[config.mk]
export PLATFORM = sky130hd
export DESIGN_NAME = alarm_ring_ctrl
export DESIGN_NICKNAME = d
export VERILOG_FILES = /design/src/rtl/alarm_ring_ctrl.sv
export SDC_FILE = /design/constraint.sdc
export NUM_CORES = 1
export LEC_CHECK = 0
export ABC_CLOCK_PERIOD_IN_PS = 4130
export CORE_AREA = 2 2 53 104
export CTS_CLUSTER_DIAMETER = 40
export DETAILED_ROUTE_END_ITERATION = 7
export DIE_AREA = 0 0 55 106
export GPL_ROUTABILITY_DRIVEN = 1
export SLEW_MARGIN = 10
export SYNTH_ARGS = -nofsm -noshare
export SYNTH_HDL_FRONTEND = slang
export SYNTH_SLANG_ARGS = --single-unit
[constraint.sdc]
create_clock -name CLK -period 4.13 [get_ports CLK]
set_input_delay 1.239 -clock CLK [delete_from_list [all_inputs] [get_ports CLK]]
set_output_delay 1.239 -clock CLK [all_outputs]
set_load 0.005 [all_outputs]
[src/rtl/alarm_ring_ctrl.sv]
// Alarm sounder sequencer: rings on an alarm-time match, handles snooze/stop/timeout
// and gates the buzzer with a 1 s on / 1 s off cadence.
module alarm_ring_ctrl #(
    parameter int RING_SEC   = 60,
    parameter int SNOOZE_SEC = 300,
    parameter int MAX_SNOOZE = 3
) (
    input  logic       CLK,
    input  logic       RESET,
    input  logic       ALR_EN,
    input  logic       MATCH,
    input  logic       SEC_TICK,
    input  logic       SNZ_BTN,
    input  logic       STOP_BTN,
    output logic       BUZZ,
    output logic       RINGING,
    output logic       SNOOZING,
    output logic [1:0] SNZ_CNT
);

    typedef enum logic [1:0] {
        IDLE   = 2'd0,
        RING   = 2'd1,
        SNOOZE = 2'd2
    } state_t;

    localparam logic [8:0] RING_LAST   = 9'(RING_SEC - 1);
    localparam logic [8:0] SNOOZE_LAST = 9'(SNOOZE_SEC - 1);
    localparam logic [1:0] SNZ_MAX     = 2'(MAX_SNOOZE);

    state_t     state_r, state_s;
    logic [8:0] sec_cnt_r, sec_cnt_s;
    logic       beep_r, beep_s;
    logic [1:0] snz_cnt_r, snz_cnt_s;
    logic       match_last_r, snz_last_r, stop_last_r;
    logic       buzz_r, ringing_r, snoozing_r;
    logic       match_rise_s, snz_rise_s, stop_rise_s;

    assign match_rise_s = MATCH & ~match_last_r;
    assign snz_rise_s   = SNZ_BTN & ~snz_last_r;
    assign stop_rise_s  = STOP_BTN & ~stop_last_r;

    // Next-state logic; disarm overrides everything, then stop, snooze, tick.
    always_comb begin
        state_s   = state_r;
        sec_cnt_s = sec_cnt_r;
        beep_s    = beep_r;
        snz_cnt_s = snz_cnt_r;
        if (!ALR_EN) begin
            state_s   = IDLE;
            sec_cnt_s = 9'd0;
            beep_s    = 1'b0;
            snz_cnt_s = 2'd0;
        end else begin
            case (state_r)
                IDLE: begin
                    if (match_rise_s) begin
                        state_s   = RING;
                        sec_cnt_s = 9'd0;
                        snz_cnt_s = 2'd0;
                        beep_s    = 1'b1;
                    end else begin
                        state_s = IDLE;
                    end
                end
                RING: begin
                    if (stop_rise_s) begin
                        state_s = IDLE;
                    end else if (snz_rise_s && (snz_cnt_r < SNZ_MAX)) begin
                        state_s   = SNOOZE;
                        snz_cnt_s = snz_cnt_r + 2'd1;
                        sec_cnt_s = 9'd0;
                    end else if (SEC_TICK) begin
                        if (sec_cnt_r == RING_LAST) begin
                            state_s = IDLE;
                        end else begin
                            sec_cnt_s = sec_cnt_r + 9'd1;
                            beep_s    = ~beep_r;
                        end
                    end else begin
                        state_s = RING;
                    end
                end
                SNOOZE: begin
                    if (stop_rise_s) begin
                        state_s = IDLE;
                    end else if (SEC_TICK) begin
                        if (sec_cnt_r == SNOOZE_LAST) begin
                            state_s   = RING;
                            sec_cnt_s = 9'd0;
                            beep_s    = 1'b1;
                        end else begin
                            sec_cnt_s = sec_cnt_r + 9'd1;
                        end
                    end else begin
                        state_s = SNOOZE;
                    end
                end
                default: begin
                    state_s   = IDLE;
                    sec_cnt_s = 9'd0;
                    beep_s    = 1'b0;
                    snz_cnt_s = 2'd0;
                end
            endcase
        end
    end

    // State, counters, edge-detect history and registered outputs.
    always_ff @(posedge CLK or posedge RESET) begin
        if (RESET) begin
            state_r      <= IDLE;
            sec_cnt_r    <= 9'd0;
            beep_r       <= 1'b0;
            snz_cnt_r    <= 2'd0;
            match_last_r <= 1'b0;
            snz_last_r   <= 1'b0;
            stop_last_r  <= 1'b0;
            buzz_r       <= 1'b0;
            ringing_r    <= 1'b0;
            snoozing_r   <= 1'b0;
        end else begin
            state_r      <= state_s;
            sec_cnt_r    <= sec_cnt_s;
            beep_r       <= beep_s;
            snz_cnt_r    <= snz_cnt_s;
            match_last_r <= MATCH;
            snz_last_r   <= SNZ_BTN;
            stop_last_r  <= STOP_BTN;
            // Outputs are decoded from the next state so they track state_r exactly.
            buzz_r       <= (state_s == RING) & beep_s;
            ringing_r    <= (state_s == RING);
            snoozing_r   <= (state_s == SNOOZE);
        end
    end

    assign BUZZ     = buzz_r;
    assign RINGING  = ringing_r;
    assign SNOOZING = snoozing_r;
    assign SNZ_CNT  = snz_cnt_r;

endmodule

==> summary.txt, run 1 <==
Floorplan
  • Ports: 12
  • Starting Density: 0.2388
  • Core Box Area: 5092 µm²
  • Core Rows: 37
  • Die Ht: 106 µm
  • Die W: 55 µm
  • Die ar.: 5830 µm²

Clocking
  • Postcts setup bufs: 0
  • Clock transition at path regs: 0.08 ns
  • H-Tree Depth: 1
  • Post_cts resized: 0
  • CTS Buffer Depth: 2
  • Worst-skew pair later-pin latency: 0.27 ns
  • CTS Buf Count: 3
  • Hold buffer count at CTS: 0
  • CTS root buf: clkbuf_8
  • # clock sinks: 20
  • CTS tree: done

STA
  • Slew margin rel.: 0.4467
  • Setup ws final: 1.234 ns
  • Tcrit/Tclk final: 0.7013
  • Fmax: 345.2 MHz
  • Final setup fails: 0
  • Tmin final: 2.896 ns
  • Final Slew Violations: 0
  • Fin Clk Skew: 0.001416 ns
  • Setup tns final: 0 ns
  • Worst slew pin tran: 0.8224 ns
  • Setup repair after global routing missed its margin: no
  • Final hold vios: 0

Final layout
  • N_diodes: 0
  • NumNets Final: 151
  • Most common cell after layout, fill and taps aside: dfrtp_1
  • Final instance count without filler cells: 195
  • Most frequent cells in the layout: dfrtp_1 (20), clkdlybuf4s50_1 (11), nand2_1 (9), inv_1 (9), o21ai_0 (9)
  • Final instance area: 1450 µm²
  • Fin util: 0.2848
  • Share of layout cells above drive strength 1: 0.1022
  • Layout Area Growth over Synthesis: 19.24%

Place
  • DP Cell Count: 191
  • DPL Wire Length: 2349 µm
  • Port bufs: 11
  • Place WS: 0.9523 ns
  • Area post-placement: 1395 µm²
  • GP Congestion: 0.8453

Worst setup path
  • CP max stage cell: clkdlybuf4s50_1
  • Crit path capture type: register
  • CP arrival: 3.07 ns
  • CP max FO: 12
  • Startpoint Class: input port
  • Crit Path Class: in -> reg
  • Crit path required time: 4.31 ns
  • CP max stage delay: 0.48 ns
  • Critical-path cell list: clkdlybuf4s50_1 > nor3b_4 > o21ai_1 > a222oi_1 > buf_4 > nand2_1 > o31ai_1
  • CP Buf/Inv Count: 2
  • Top delay family on crit path: buffers and inverters

Route
  • 1st-iter DRT viols: 14
  • DRC viols: 0
  • Final WL: 2977 µm
  • Post-route antenna net violation count: 0
  • 1st-pass router iterations: 4
  • DR vias: 978
  • Post-DR wirelength/cell: 15.27 µm
  • Via density: 5.015

Pwr
  • Pwr per Cell Area: 280.3 nW/µm²
  • Peak VDD IR: 165.5 µV
  • Static leakage power: 0.6451 nW

GRT
  • Overflow after GRT: 0
  • Largest net degree at the start of global routing: 21
  • Initial antenna violation count: 0
  • Global-route wire length before repair: 4864 µm
  • Vias in the first global route: 986
  • Tot GR Track Use: 0.1178

Synth
  • Async S/R FF share, synth: 1.000
  • Number of synthesized flops with an enable pin: 0
  • Synthesized netlist cell count: 123
  • Yosys reg bits: 20
  • Synth Cell Area: 1216 µm²
  • Synthesized area per cell: 9.888 µm²
  • Ys Warns: 0
  • Synthesized Nets: 136
  • Most common flop cell mapped by yosys: dfrtp_1
  • Synth unique cells: 40
  • Sequential area share after synthesis: 0.4115

Hold path
  • Hold Path Class: reg -> reg

Flow run
  • Max-cap check violation count: 0

Outcome
  • Status: completed
-- sequential cells by signal, summed over array words and instances, names as in the netlist --
signal        flops
BUZZ              1
RINGING           1
SNOOZING          1
SNZ_CNT           2
beep_r            1
match_last_r      1
sec_cnt_r         9
snz_last_r        1
state_r           2
stop_last_r       1
-- worst reg2reg max path, cell delays in order (launching register included) --
cell and delay (ns):
dfrtp_1 0.38, ha_1 0.30, nand2b_4 0.10, nor4_1 0.69, o22ai_1 0.33, and2_1 0.28, a22o_1 0.20
-- synth_stat cells, types with 3 or more instances --
master	instances	area [µm²]
nand3_1	4	20.02
o21ai_0	9	45.04
dfrtp_1	20	500.5
a22o_1	3	26.28
nand2b_1	6	37.54
inv_1	9	33.78
nand2_1	9	33.78
and3_1	8	50.05
nor2_1	7	26.28
o2bb2ai_1	4	35.03
ha_1	6	75.07
-- layer usage --
layer | track usage | vias to the layer above | wire length (µm)
li1 | - | 477 | -
met1 | 0.1077 | 476 | 1020
met2 | 0.2168 | 14 | 1749
met3 | 0.008427 | 11 | 62
met4 | 0.08885 | 0 | 145
met5 | 0 | - | 0
-- through the flow --
stage / hold WS [ns] / power, W
2_1_floorplan: 0.4706 / 0.0002377
3_3_place_gp: 0.5116 / 0.0002556
3_5_place_dp: 0.5009 / 0.0002562
4_1_cts: 0.5093 / 0.0004102
5_1_grt: 0.5226 / 0.0004258
6_report: 0.5017 / 0.0004064
-- layout make-up --
type	count	area [µm²]
Clock buffer	4	55.05
Fill cell	553	3642
Inverter	9	33.78
Multi-Input combinational cell	92	670.6
Sequential cell	20	500.5
Tap cell	58	72.57
Timing Repair Buffer	12	117.6
-- report_power, final --
part           internal (W)  switching, W  total [W]
Combinational     0.0000218     0.0000263  0.0000481
Clock             0.0000851     0.0000695   0.000155
Sequential         0.000200    0.00000346   0.000204
Total              0.000307     0.0000994   0.000406
-- path summary, 6_finish.rpt --
path                                 to  cells after the start          from  slack [ns]
setup / recovery           sec_cnt_r[5]                      7       SNZ_BTN        1.23
hold / removal             sec_cnt_r[0]                      1  sec_cnt_r[0]        0.50
min in group asynchronous   stop_last_r                      2         RESET        1.42
max in group asynchronous  match_last_r                      2         RESET        2.20
hold reg to reg            sec_cnt_r[0]                      1  sec_cnt_r[0]        0.50
setup reg to reg           sec_cnt_r[3]                      6  sec_cnt_r[0]        1.74
-- kinds of logic (layout without fill, tap and decap cells) --
logic type               Yosys count  after routing  synth area share
multiplexers                       3              3           0.02675
flip-flops                        20             20            0.4115
AND/OR/NAND/NOR                   48             48            0.2438
buffers and inverters             11             25           0.03703
adder cells (fa/ha/maj)            6              6           0.06173
AO/OA/AOI/OAI                     35             35            0.2191
Power figures use the tool's default switching activity.
==> run 2, diff against run 1 <==
--- a/config.mk
+++ b/config.mk
@@ -5,7 +5,7 @@
 export SDC_FILE = /design/constraint.sdc
 export NUM_CORES = 1
 export LEC_CHECK = 0
-export ABC_CLOCK_PERIOD_IN_PS = 4130
+export ABC_CLOCK_PERIOD_IN_PS = 2800
 export CORE_AREA = 2 2 53 104
 export CTS_CLUSTER_DIAMETER = 40
 export DETAILED_ROUTE_END_ITERATION = 7
==> constraint.sdc (replaced) <==
create_clock -name CLK -period 2.8 [get_ports CLK]
set_input_delay 0.84 -clock CLK [delete_from_list [all_inputs] [get_ports CLK]]
set_output_delay 0.84 -clock CLK [all_outputs]
set_load 0.005 [all_outputs]
==> summary.txt, run 2 (synthesized netlist as in run 1, its figures left out) <==
Outcome
  • Status: completed

STA
  • Tmin final: 2.425 ns
  • Tcrit/Tclk final: 0.8660
  • Fmax: 412.4 MHz
  • Setup repair after global routing missed its margin: no
  • Hold WS: 0.5076 ns (+0.005921 ns)
  • Final hold vios: 0 (unchanged)
  • Worst slew pin tran: 0.3827 ns (-0.4397 ns)
  • Setup tns final: 0 ns (unchanged)
  • Fin Clk Skew: 0.005600 ns (+0.004184 ns)
  • Slew margin rel.: 0.7439 (+0.2973)
  • Final Slew Violations: 0 (unchanged)
  • Final setup fails: 0 (unchanged)

Final layout
  • Layout fillers: 541 (-2.2%)
  • Most frequent cells in the layout: dfrtp_1 (20), clkdlybuf4s50_1 (11), nand2_1 (9), inv_1 (9), o21ai_0 (9)
  • Most common cell after layout, fill and taps aside: dfrtp_1
  • Max reg flops: 9 (unchanged)
  • N_diodes: 0 (unchanged)
  • Share of layout cells above drive strength 1: 0.1399 (+0.03767)
  • Fin util: 0.2936 (+0.008845)
  • Largest reg by FF count: sec_cnt_r
  • Layout Area Growth over Synthesis: 22.94%
  • NumNets Final: 157 (+4.0%)
  • Final instance count without filler cells: 201 (+3.1%)

Clocking
  • CTS root buf: clkbuf_8
  • Hold buffer count at CTS: 0 (unchanged)
  • CTS tree: done
  • # clock sinks: 20 (unchanged)
  • Postcts setup bufs: 0 (unchanged)
  • Worst-skew pair later-pin latency: 0.26 ns (about the same)
  • CTS Buffer Depth: 2 (unchanged)
  • Post_cts resized: 0 (unchanged)
  • H-Tree Depth: 1 (unchanged)
  • Clock transition at path regs: 0.07 ns (about the same)
  • CTS Buf Count: 3 (unchanged)

GRT
  • Largest net degree at the start of global routing: 21 (unchanged)
  • Vias in the first global route: 1,057 (+7.2%)
  • Overflow after GRT: 0 (unchanged)
  • Initial antenna violation count: 0 (unchanged)
  • Global-route wire length before repair: 4788 µm (-1.6%)
  • Tot GR Track Use: 0.1130 (-0.004793)

Worst setup path
  • Critical-path cell list: clkdlybuf4s50_1 > nor3b_4 > o21ai_1 > a222oi_1 > buf_4 > nand2_1 > o31ai_1
  • Crit path required time: 2.94 ns (-1.37 ns)
  • CP max FO: 12 (unchanged)
  • Startpoint Class: input port
  • CP arrival: 2.57 ns (-0.50 ns)
  • Crit Path Class: in -> reg
  • CP max stage cell: clkdlybuf4s50_1
  • Crit path capture type: register
  • CP max stage delay: 0.48 ns (about the same)

Floorplan
  • Core Rows: 37 (unchanged)
  • Ports: 12 (unchanged)
  • Starting Density: 0.2388 (unchanged)
  • Die Ht: 106 µm (unchanged)
  • Die ar.: 5830 µm² (unchanged)
  • Core Box Area: 5092 µm² (unchanged)
  • Die W: 55 µm (unchanged)

Route
  • 1st-iter DRT viols: 28 (+14)
  • 1st-pass router iterations: 4 (unchanged)
  • Via density: 4.970 (-0.90%)
  • Post-route antenna net violation count: 0 (unchanged)
  • Post-DR wirelength/cell: 14.37 µm (-5.9%)
  • DR vias: 999 (+2.1%)
  • DRC viols: 0 (unchanged)
  • Final WL: 2888 µm (-3.0%)

Pwr
  • Pwr per Cell Area: 398.8 nW/µm² (+42%)
  • Peak VDD IR: 247.5 µV (+50%)
  • Static leakage power: 0.6749 nW (+4.6%)
  • Total design power: 0.0005962 W (+47%)

Hold path
  • Hold Path Class: reg -> reg

Place
  • Port bufs: 11 (unchanged)
  • DP Cell Count: 197 (+3.1%)
  • GP Congestion: 0.8060 (-4.6%)
  • DPL Wire Length: 2293 µm (-2.4%)

Flow run
  • Max-cap check violation count: 0 (unchanged)
[run 2: power by group]
| part | internal, W | leakage, nW | switching, W |
|---|---|---|---|
| Sequential | 0.000295 | 0.270 | 0.00000475 |
| Clock | 0.000125 | 0.0288 | 0.0000953 |
| Combinational | 0.0000355 | 0.376 | 0.0000403 |
[run 2: layer usage]
layer,part of all wire,global-route usage
met1,0.36,0.1009
met2,0.60,0.2143
met3,0.016,0.01545
met4,0.029,0.06794
met5,0,0
[run 2: worst paths after layout]
path                              start      endpoint  slack (ns)  depth (start not counted)
max                             SNZ_BTN  sec_cnt_r[5]        0.38                          7
min                        sec_cnt_r[0]  sec_cnt_r[0]        0.51                          1
max reg2reg                  state_r[1]  sec_cnt_r[5]        0.74                          8
min reg2reg                sec_cnt_r[0]  sec_cnt_r[0]        0.51                          1
max in group asynchronous         RESET  sec_cnt_r[0]        1.67                          3
min in group asynchronous         RESET   stop_last_r        0.90                          3
[run 2: layout make-up]
cell class	instances	area, µm²	share of cell area
sequential	20	500.5	0.3347
clock buffer	4	55.05	0.03682
tap	58	72.57	0.04854
inverter	9	33.78	0.02259
multi-input combinational	92	670.6	0.4485
timing repair buffer	18	162.7	0.1088
[run 2: worst max-delay path, delay by kind of cell]
kind	cells	cell delay (ns)
AOI/OAI and AO/OA	3	0.72
buffers and inverters	2	0.71
and+or+nand+nor	2	0.29
[run 2: per-stage QoR]
step	worst slack [ns]	area (µm²)
final	0.3753	1495
after global routing	0.2410	1495
after CTS	0.3597	1495
after detailed placement	0.1100	1440
after global placement	0.1178	1440
after floorplan	0.5964	1216
==> run 3, diff against run 2 <==
--- a/config.mk
+++ b/config.mk
@@ -11,6 +11,8 @@
 export DETAILED_ROUTE_END_ITERATION = 7
 export DIE_AREA = 0 0 55 106
 export GPL_ROUTABILITY_DRIVEN = 1
+export PLACE_DENSITY_LB_ADDON = 0.12
+export SKIP_LAST_GASP = 1
 export SLEW_MARGIN = 10
 export SYNTH_ARGS = -nofsm -noshare
 export SYNTH_HDL_FRONTEND = slang
==> summary.txt, run 3 (synthesized netlist as in run 1, its figures left out) <==
Final layout
  • Max reg flops: 9 (unchanged)
  • Most common cell after layout, fill and taps aside: dfrtp_1
  • Layout fillers: 539 (-0.37%)
  • Final instance count without filler cells: 202 (+0.50%)
  • Most frequent cells in the layout: dfrtp_1 (20), clkdlybuf4s50_1 (11)
  • Multi-input logic area: 670.6 µm² (unchanged)
  • Final instance area: 1496 µm² (about the same)
  • Share of layout cells above drive strength 1: 0.1458 (+0.005973)
  • Largest reg by FF count: sec_cnt_r
  • NumNets Final: 159 (+1.3%)
  • Reg area: 500.5 µm² (unchanged)
  • Layout Area Growth over Synthesis: 23.05% (about the same)
  • N_diodes: 0 (unchanged)

Pwr
  • Peak VDD IR: 197.7 µV (-20%)
  • Pwr per Cell Area: 384.5 nW/µm² (-3.6%)
  • Total design power: 0.0005754 W (-3.5%)
  • Static leakage power: 0.6774 nW (+0.38%)

Floorplan
  • Core Rows: 37 (unchanged)
  • Ports: 12 (unchanged)
  • Core Box Area: 5092 µm² (unchanged)
  • Die Ht: 106 µm (unchanged)
  • Die ar.: 5830 µm² (unchanged)
  • Die W: 55 µm (unchanged)
  • Starting Density: 0.2388 (unchanged)

Clocking
  • CTS Buf Count: 3 (unchanged)
  • Clock transition at path regs: 0.08 ns (about the same)
  • CTS tree: done
  • # clock sinks: 20 (unchanged)
  • H-Tree Depth: 1 (unchanged)
  • Postcts setup bufs: 0 (unchanged)
  • CTS root buf: clkbuf_8
  • Worst-skew pair later-pin latency: 0.26 ns (about the same)
  • CTS Buffer Depth: 2 (unchanged)
  • Hold buffer count at CTS: 0 (unchanged)
  • Post_cts resized: 0 (unchanged)

STA
  • Setup repair after global routing missed its margin: no
  • Fin Clk Skew: 0.006286 ns (+0.0006854 ns)
  • Final setup fails: 0 (unchanged)
  • Setup tns final: 0 ns (unchanged)
  • Worst slew pin tran: 0.3594 ns (-0.02334 ns)
  • Slew margin rel.: 0.7590 (+0.01506)
  • Tcrit/Tclk final: 0.8684 (+0.002462)
  • Final hold vios: 0 (unchanged)
  • Tmin final: 2.432 ns (+0.006893 ns)
  • Final Slew Violations: 0 (unchanged)
  • Fmax: 411.2 MHz (-0.28%)

Place
  • DPL Wire Length: 2575 µm (+12%)
  • GP Congestion: 0.7564 (-6.2%)
  • DP Cell Count: 199 (+1.0%)
  • Area post-placement: 1455 µm² (+1.0%)
  • Port bufs: 11 (unchanged)

GRT
  • Initial antenna violation count: 0 (unchanged)
  • Overflow after GRT: 0 (unchanged)
  • Global-route wire length before repair: 5264 µm (+9.9%)
  • Vias in the first global route: 1,136 (+7.5%)
  • Tot GR Track Use: 0.1254 (+0.01243)
  • Largest net degree at the start of global routing: 21 (unchanged)

Route
  • Final WL: 3159 µm (+9.4%)
  • Post-DR wirelength/cell: 15.64 µm (+8.8%)
  • DRC viols: 0 (unchanged)
  • 1st-iter DRT viols: 20 (-29%)
  • 1st-pass router iterations: 4 (unchanged)
  • Via density: 5.000 (+0.60%)
  • DR vias: 1,010 (+1.1%)
  • Post-route antenna net violation count: 0 (unchanged)

Worst setup path
  • Crit Path Class: in -> reg
  • CP max FO: 9 (-3)
  • Launch point of the worst path: SNZ_BTN
  • Reg2Reg Setup Slack: 0.75 ns (about the same)
  • Reg2reg start: state_r[1]
  • Startpoint Class: input port
  • Crit path required time: 2.94 ns (about the same)
  • Worst R2R Path Depth: 9 (+1)
  • CP arrival: 2.57 ns (about the same)
  • Crit path capture type: register
  • Crit path to: sec_cnt_r[8]
  • Reg-to-Reg End: sec_cnt_r[8]

Hold path
  • Hold_sp: sec_cnt_r[0]
  • Hold Path Class: reg -> reg

Outcome
  • Status: completed

Flow run
  • Max-cap check violation count: 0 (unchanged)
## run 3: cell type report
cell class	instances	area share
inverters	9	0.02258
well taps	58	0.04849
clock buffers	3	0.02759
repair buffers	20	0.1187
flip-flops and latches	20	0.3344
multi-input cells	92	0.4482
## run 3: worst min-delay path by stage
stage | slack (ns) | end | cells past startpoint
6_report | 0.52 | sec_cnt_r[0] | 1
5_1_grt | 0.55 | sec_cnt_r[0] | 1
4_1_cts | 0.51 | sec_cnt_r[5] | 1
3_5_place_dp | 0.50 | sec_cnt_r[5] | 1
3_3_place_gp | 0.51 | sec_cnt_r[5] | 1
2_1_floorplan | 0.47 | sec_cnt_r[0] | 1
## run 3: power by group
part | switching (W) | internal [W] | leakage, nW
sequential | 0.00000486 | 0.000295 | 0.270
combinational | 0.0000406 | 0.0000388 | 0.386
clock | 0.0000999 | 0.0000960 | 0.0216
## run 3: layer usage
metal / vias up / wire length [µm] / track usage
li1: 493 / - / -
met1: 485 / 1069 / 0.1175
met2: 23 / 1886 / 0.2262
met3: 9 / 81 / 0.01826
met4: 0 / 121 / 0.08711
met5: - / 0 / 0
## run 3: worst max-delay path, stage by stage
cell,delay (ns)
clkdlybuf4s50_1,0.47
nor3b_4,0.23
o21ai_1,0.11
a222oi_1,0.35
buf_4,0.21
buf_4,0.13
o21ai_0,0.08
o2bb2ai_1,0.14
## run 3: metrics by stage
step	setup WS (ns)	util	hold WS [ns]
floorplan	0.5964	-	0.4706
global placement	0.1021	0.2857	0.5140
detailed placement	0.07976	0.2857	0.5030
CTS	0.3586	0.2939	0.5143
global route	0.2149	0.2939	0.5526
finish	0.3684	0.2939	0.5192
==> patch 1 (settings of run 2) <==
Register the inputs `ALR_EN`, `MATCH`, `SEC_TICK`, `SNZ_BTN` and `STOP_BTN` before use, without a reset. The logic sees them one clock later.
--- a/src/rtl/alarm_ring_ctrl.sv
+++ b/src/rtl/alarm_ring_ctrl.sv
@@ -30,2 +30,16 @@
 
+    logic ALR_EN_q;
+    logic MATCH_q;
+    logic SEC_TICK_q;
+    logic SNZ_BTN_q;
+    logic STOP_BTN_q;
+
+    always_ff @(posedge CLK) begin
+        ALR_EN_q   <= ALR_EN;
+        MATCH_q    <= MATCH;
+        SEC_TICK_q <= SEC_TICK;
+        SNZ_BTN_q  <= SNZ_BTN;
+        STOP_BTN_q <= STOP_BTN;
+    end
+
     state_t     state_r, state_s;
@@ -38,5 +52,5 @@
 
-    assign match_rise_s = MATCH & ~match_last_r;
-    assign snz_rise_s   = SNZ_BTN & ~snz_last_r;
-    assign stop_rise_s  = STOP_BTN & ~stop_last_r;
+    assign match_rise_s = MATCH_q & ~match_last_r;
+    assign snz_rise_s   = SNZ_BTN_q & ~snz_last_r;
+    assign stop_rise_s  = STOP_BTN_q & ~stop_last_r;
 
@@ -48,3 +62,3 @@
         snz_cnt_s = snz_cnt_r;
-        if (!ALR_EN) begin
+        if (!ALR_EN_q) begin
             state_s   = IDLE;
@@ -72,3 +86,3 @@
                         sec_cnt_s = 9'd0;
-                    end else if (SEC_TICK) begin
+                    end else if (SEC_TICK_q) begin
                         if (sec_cnt_r == RING_LAST) begin
@@ -86,3 +100,3 @@
                         state_s = IDLE;
-                    end else if (SEC_TICK) begin
+                    end else if (SEC_TICK_q) begin
                         if (sec_cnt_r == SNOOZE_LAST) begin
@@ -126,5 +140,5 @@
             snz_cnt_r    <= snz_cnt_s;
-            match_last_r <= MATCH;
-            snz_last_r   <= SNZ_BTN;
-            stop_last_r  <= STOP_BTN;
+            match_last_r <= MATCH_q;
+            snz_last_r   <= SNZ_BTN_q;
+            stop_last_r  <= STOP_BTN_q;
             // Outputs are decoded from the next state so they track state_r exactly.
Formal check against the unedited RTL: not equivalent (Yosys sat finds a counterexample within 4 cycles, from zero or initial values and one cycle with RESET high).
==> patch 1 against run 2 <==
Wire length barely moved; synthesized area up 8.2%; maximum frequency grew 15%; non-clock buffer count is 5 lower; final area up 3.3%; setup slack improved by 320 ps; total power up 11%; sequential cell count up 5.
==> patch 1: results (changes against run 2) <==
The clock slew seen by the registers of the worst setup and hold paths is 90 ps (+20 ps), and the met1 routing resource usage after global routing is 8.91% (-1.2 points). Mux share of post-synthesis cell area: 0% (-2.7 points). The number of inserted filler cells in the final layout is 540 (-0.18%). The count of different cell masters after synthesis is 41 (+2.5%).

The tools report the count of nets after finishing as 163 (+3.8%). The run finished with clean final reports. The power per cell area is 431 mW/mm² (+8.0%). The mean post-synth cell area is 9.82 µm² (-0.65%), and the post-placement cell area is 0.00150 mm² (+4.0%).

The sequential-to-total area share from yosys stat is 45.6% (+4.5 points). The maximum fanout along the worst path was 8 (-4); the static leakage was 0.620 nW (-8.2%). The depth of the worst register-to-register path was 7 (-1). The total via count in the routed design is 1039 (+4.0%), and the synthesized net count is 147 (+8.1%). By area the synthesized netlist is led by sky130_fd_sc_hd__dfrtp_1 38%, sky130_fd_sc_hd__dfxtp_1 7.6%, sky130_fd_sc_hd__ha_1 5.7%. The share of post-route cells with drive strength above 1 came out at 12.8% (-1.2 points).

The final weighted congestion in routability-driven placement is 0.818 (+1.5%). Max-slew headroom at the worst pin: 69.5% (-4.9 points). DRC violation total after the first TritonRoute iteration: 14 (-50%).

The placed instance count was 203 (+3.0%). The total length of routed met3 wires was 48 µm (+6.7%); the overall track demand over capacity in global routing was 11.0% (-0.31 points). The logs give 1063 (+0.57%) for the via count of the first global-routing pass and 21.6% (+0.17 points) for the routing usage on met2.
[patch 1: worst register-to-register path, stage by stage (launching register included)]
cell	delay, ps
sky130_fd_sc_hd__dfrtp_1	420
sky130_fd_sc_hd__inv_1	100
sky130_fd_sc_hd__ha_1	290
sky130_fd_sc_hd__or2_1	240
sky130_fd_sc_hd__a221oi_1	310
sky130_fd_sc_hd__a221oi_2	160
sky130_fd_sc_hd__nand2b_2	290
sky130_fd_sc_hd__o31ai_2	210
[patch 1: layout make-up]
| cell class | count | share of cell area [%] |
|---|---|---|
| inverters | 13 | 3.16 |
| well taps | 58 | 4.70 |
| repair buffers | 13 | 8.10 |
| multi-input cells | 94 | 42.1 |
| clock inverters | 1 | 0.324 |
| flip-flops and latches | 25 | 38.9 |
| clock buffers | 3 | 2.67 |
[patch 1: where the power goes]
part | total (mW) | internal (mW) | leakage (nW) | switching (mW)
sequential | 0.378 | 0.370 | 0.312 | 0.00798
combinational | 0.0703 | 0.0326 | 0.282 | 0.0377
clock | 0.216 | 0.0997 | 0.0255 | 0.117
total | 0.665 | 0.503 | 0.620 | 0.162
[patch 1: path summary, 6_finish.rpt]
path	end
worst min-delay path	match_last_r$_DFF_PP0_
worst min register to register	match_last_r$_DFF_PP0_
min in group asynchronous	match_last_r$_DFF_PP0_
worst max-delay path	sec_cnt_r[4]$_DFFE_PP0P_
max in group asynchronous	SNZ_CNT[0]$_DFFE_PP0P_
worst max register to register	sec_cnt_r[4]$_DFFE_PP0P_
[patch 1: cell families after synthesis]
logic type	Yosys count
buf+inv	15
compound gates	40
flops	25
simple gates	48
fa+ha+maj	6
==> patch 2 (flow settings as in run 2) <==
Made on the original files. Change the parameter `RING_SEC` from 60 to 30.
--- a/src/rtl/alarm_ring_ctrl.sv
+++ b/src/rtl/alarm_ring_ctrl.sv
@@ -3,3 +3,3 @@
 module alarm_ring_ctrl #(
-    parameter int RING_SEC   = 60,
+    parameter int RING_SEC   = 30,
     parameter int SNOOZE_SEC = 300,
Formal check against the unedited RTL: no difference found for any inputs over 10 cycles, from zero or initial values and one cycle with RESET high; that may be too few to reach the edited logic, so the function may still have changed.
==> patch 2 against run 2 <==
Total power is 6.2% lower; sequential share of layout area up 0.11 points; count of clock-buffer cells in the layout is 1 lower; clock power decreased by 15%; setup slack worse by 290 ps; register-to-register slack worse by 220 ps; wire length is 1.3% lower; critical path depth unchanged; cell count up 1.5%; final area down 0.33%; sequential cell count did not move; die area unchanged; synthesized area increased by 1.4%; via count grew 5.0%; critical path type unchanged; critical endpoint is now sec_cnt_r[0]$_DFFE_PP0P_; largest cell class unchanged.
==> patch 2: results (changes against run 2) <==
The run finished with clean final reports. The per-cell routed wire length works out to 14.0 µm (-2.8%). The synthesized net count was 143 (+5.1%); the wire length of the first global-routing pass was 4.75 mm (-0.86%). The clock network contribution to total cell area was 2.77% (-0.91 points).

The DRC violation total after the first TritonRoute iteration is 22 (-21%), and the via density per instance is 5.14 (+3.5%). The number of clock buffers in the layout is 3 (-1), and the number of non-clock inverters is 8 (-1). The power spent charging and discharging nets was 0.134 mW (-4.8%); the number of non-clock buffers was 17 (-1). The minimum setup slack in the final design was 87.0 ps (-288 ps); the depth of the worst register-to-register path was 7 (-1).

The logs give 547 (+1.1%) for the number of inserted filler cells in the final layout and 4.01 ps (-1.59 ps) for the clock skew. The data-path buffer share of cell area in the final layout is 10.4% (-0.47 points), and the maximum vdd drop is 202 µV (-18%). The worst slack after detailed placement came out at -180 ps (-290 ps). Fraction of area in registers: 33.6% (+0.11 points). The cell area after layout is 0.00149 mm² (-0.33%).

The logs give 162 (+3.2%) for the count of nets after finishing and 13.1% (+0.4 points) for the logic gate share of total power. The multi-input combinational cell count is 98 (+6.5%), and the synthesized instance count is 129 (+4.9%). In this run the critical register-to-register path is launched from SNZ_CNT[0]$_DFFE_PP0P_.

The pin slew with the least headroom to its limit was 549 ps (+166 ps). The overall track demand over capacity in global routing is 11.1% (-0.18 points), and the count of cells along the worst hold path is 2 (+1). Area of the multi-input gates: 691 µm² (+3.0%).

The arrival time of data at the critical path endpoint is 2910 ps (+340 ps). For the share of power burned in registers, the log shows 53.6% (+3.3 points). The capturing instance or port of the critical path was sec_cnt_r[0]$_DFFE_PP0P_.

The logs give 29.3% (-0.098 points) for the final core utilization and 0.559 mW (-6.2%) for the final total power. The via count of the first global-routing pass came out at 1080 (+2.2%).
-- patch 2: worst max-delay path, delay by kind of cell --
| family | cells | cell delay [ps] |
|---|---|---|
| AOI/OAI and AO/OA | 1 | 210 |
| buffers and inverters | 2 | 610 |
| muxes | 1 | 250 |
| and+or+nand+nor | 3 | 1000 |
-- patch 2: cell families (layout without fill, tap and decap cells) --
| kind of cell | after synthesis | after routing | synth area share [%] |
|---|---|---|---|
| flip-flops | 20 | 20 | 40.6 |
| buffers and inverters | 11 | 28 | 3.45 |
| AND/OR/NAND/NOR | 56 | 56 | 26.2 |
| adder cells (fa/ha/maj) | 7 | 7 | 7.10 |
| AO/OA/AOI/OAI | 34 | 34 | 21.8 |
| multiplexers | 1 | 1 | 0.913 |
-- patch 2: routing by layer --
metal | up-vias | global-route usage (%) | part of all wire [%]
met4 | 0 | 3.66 | 1.5
met2 | 21 | 22.7 | 62
met3 | 6 | 2.11 | 2.6
li1 | 508 | - | -
met1 | 514 | 9.40 | 34
met5 | - | 0 | 0
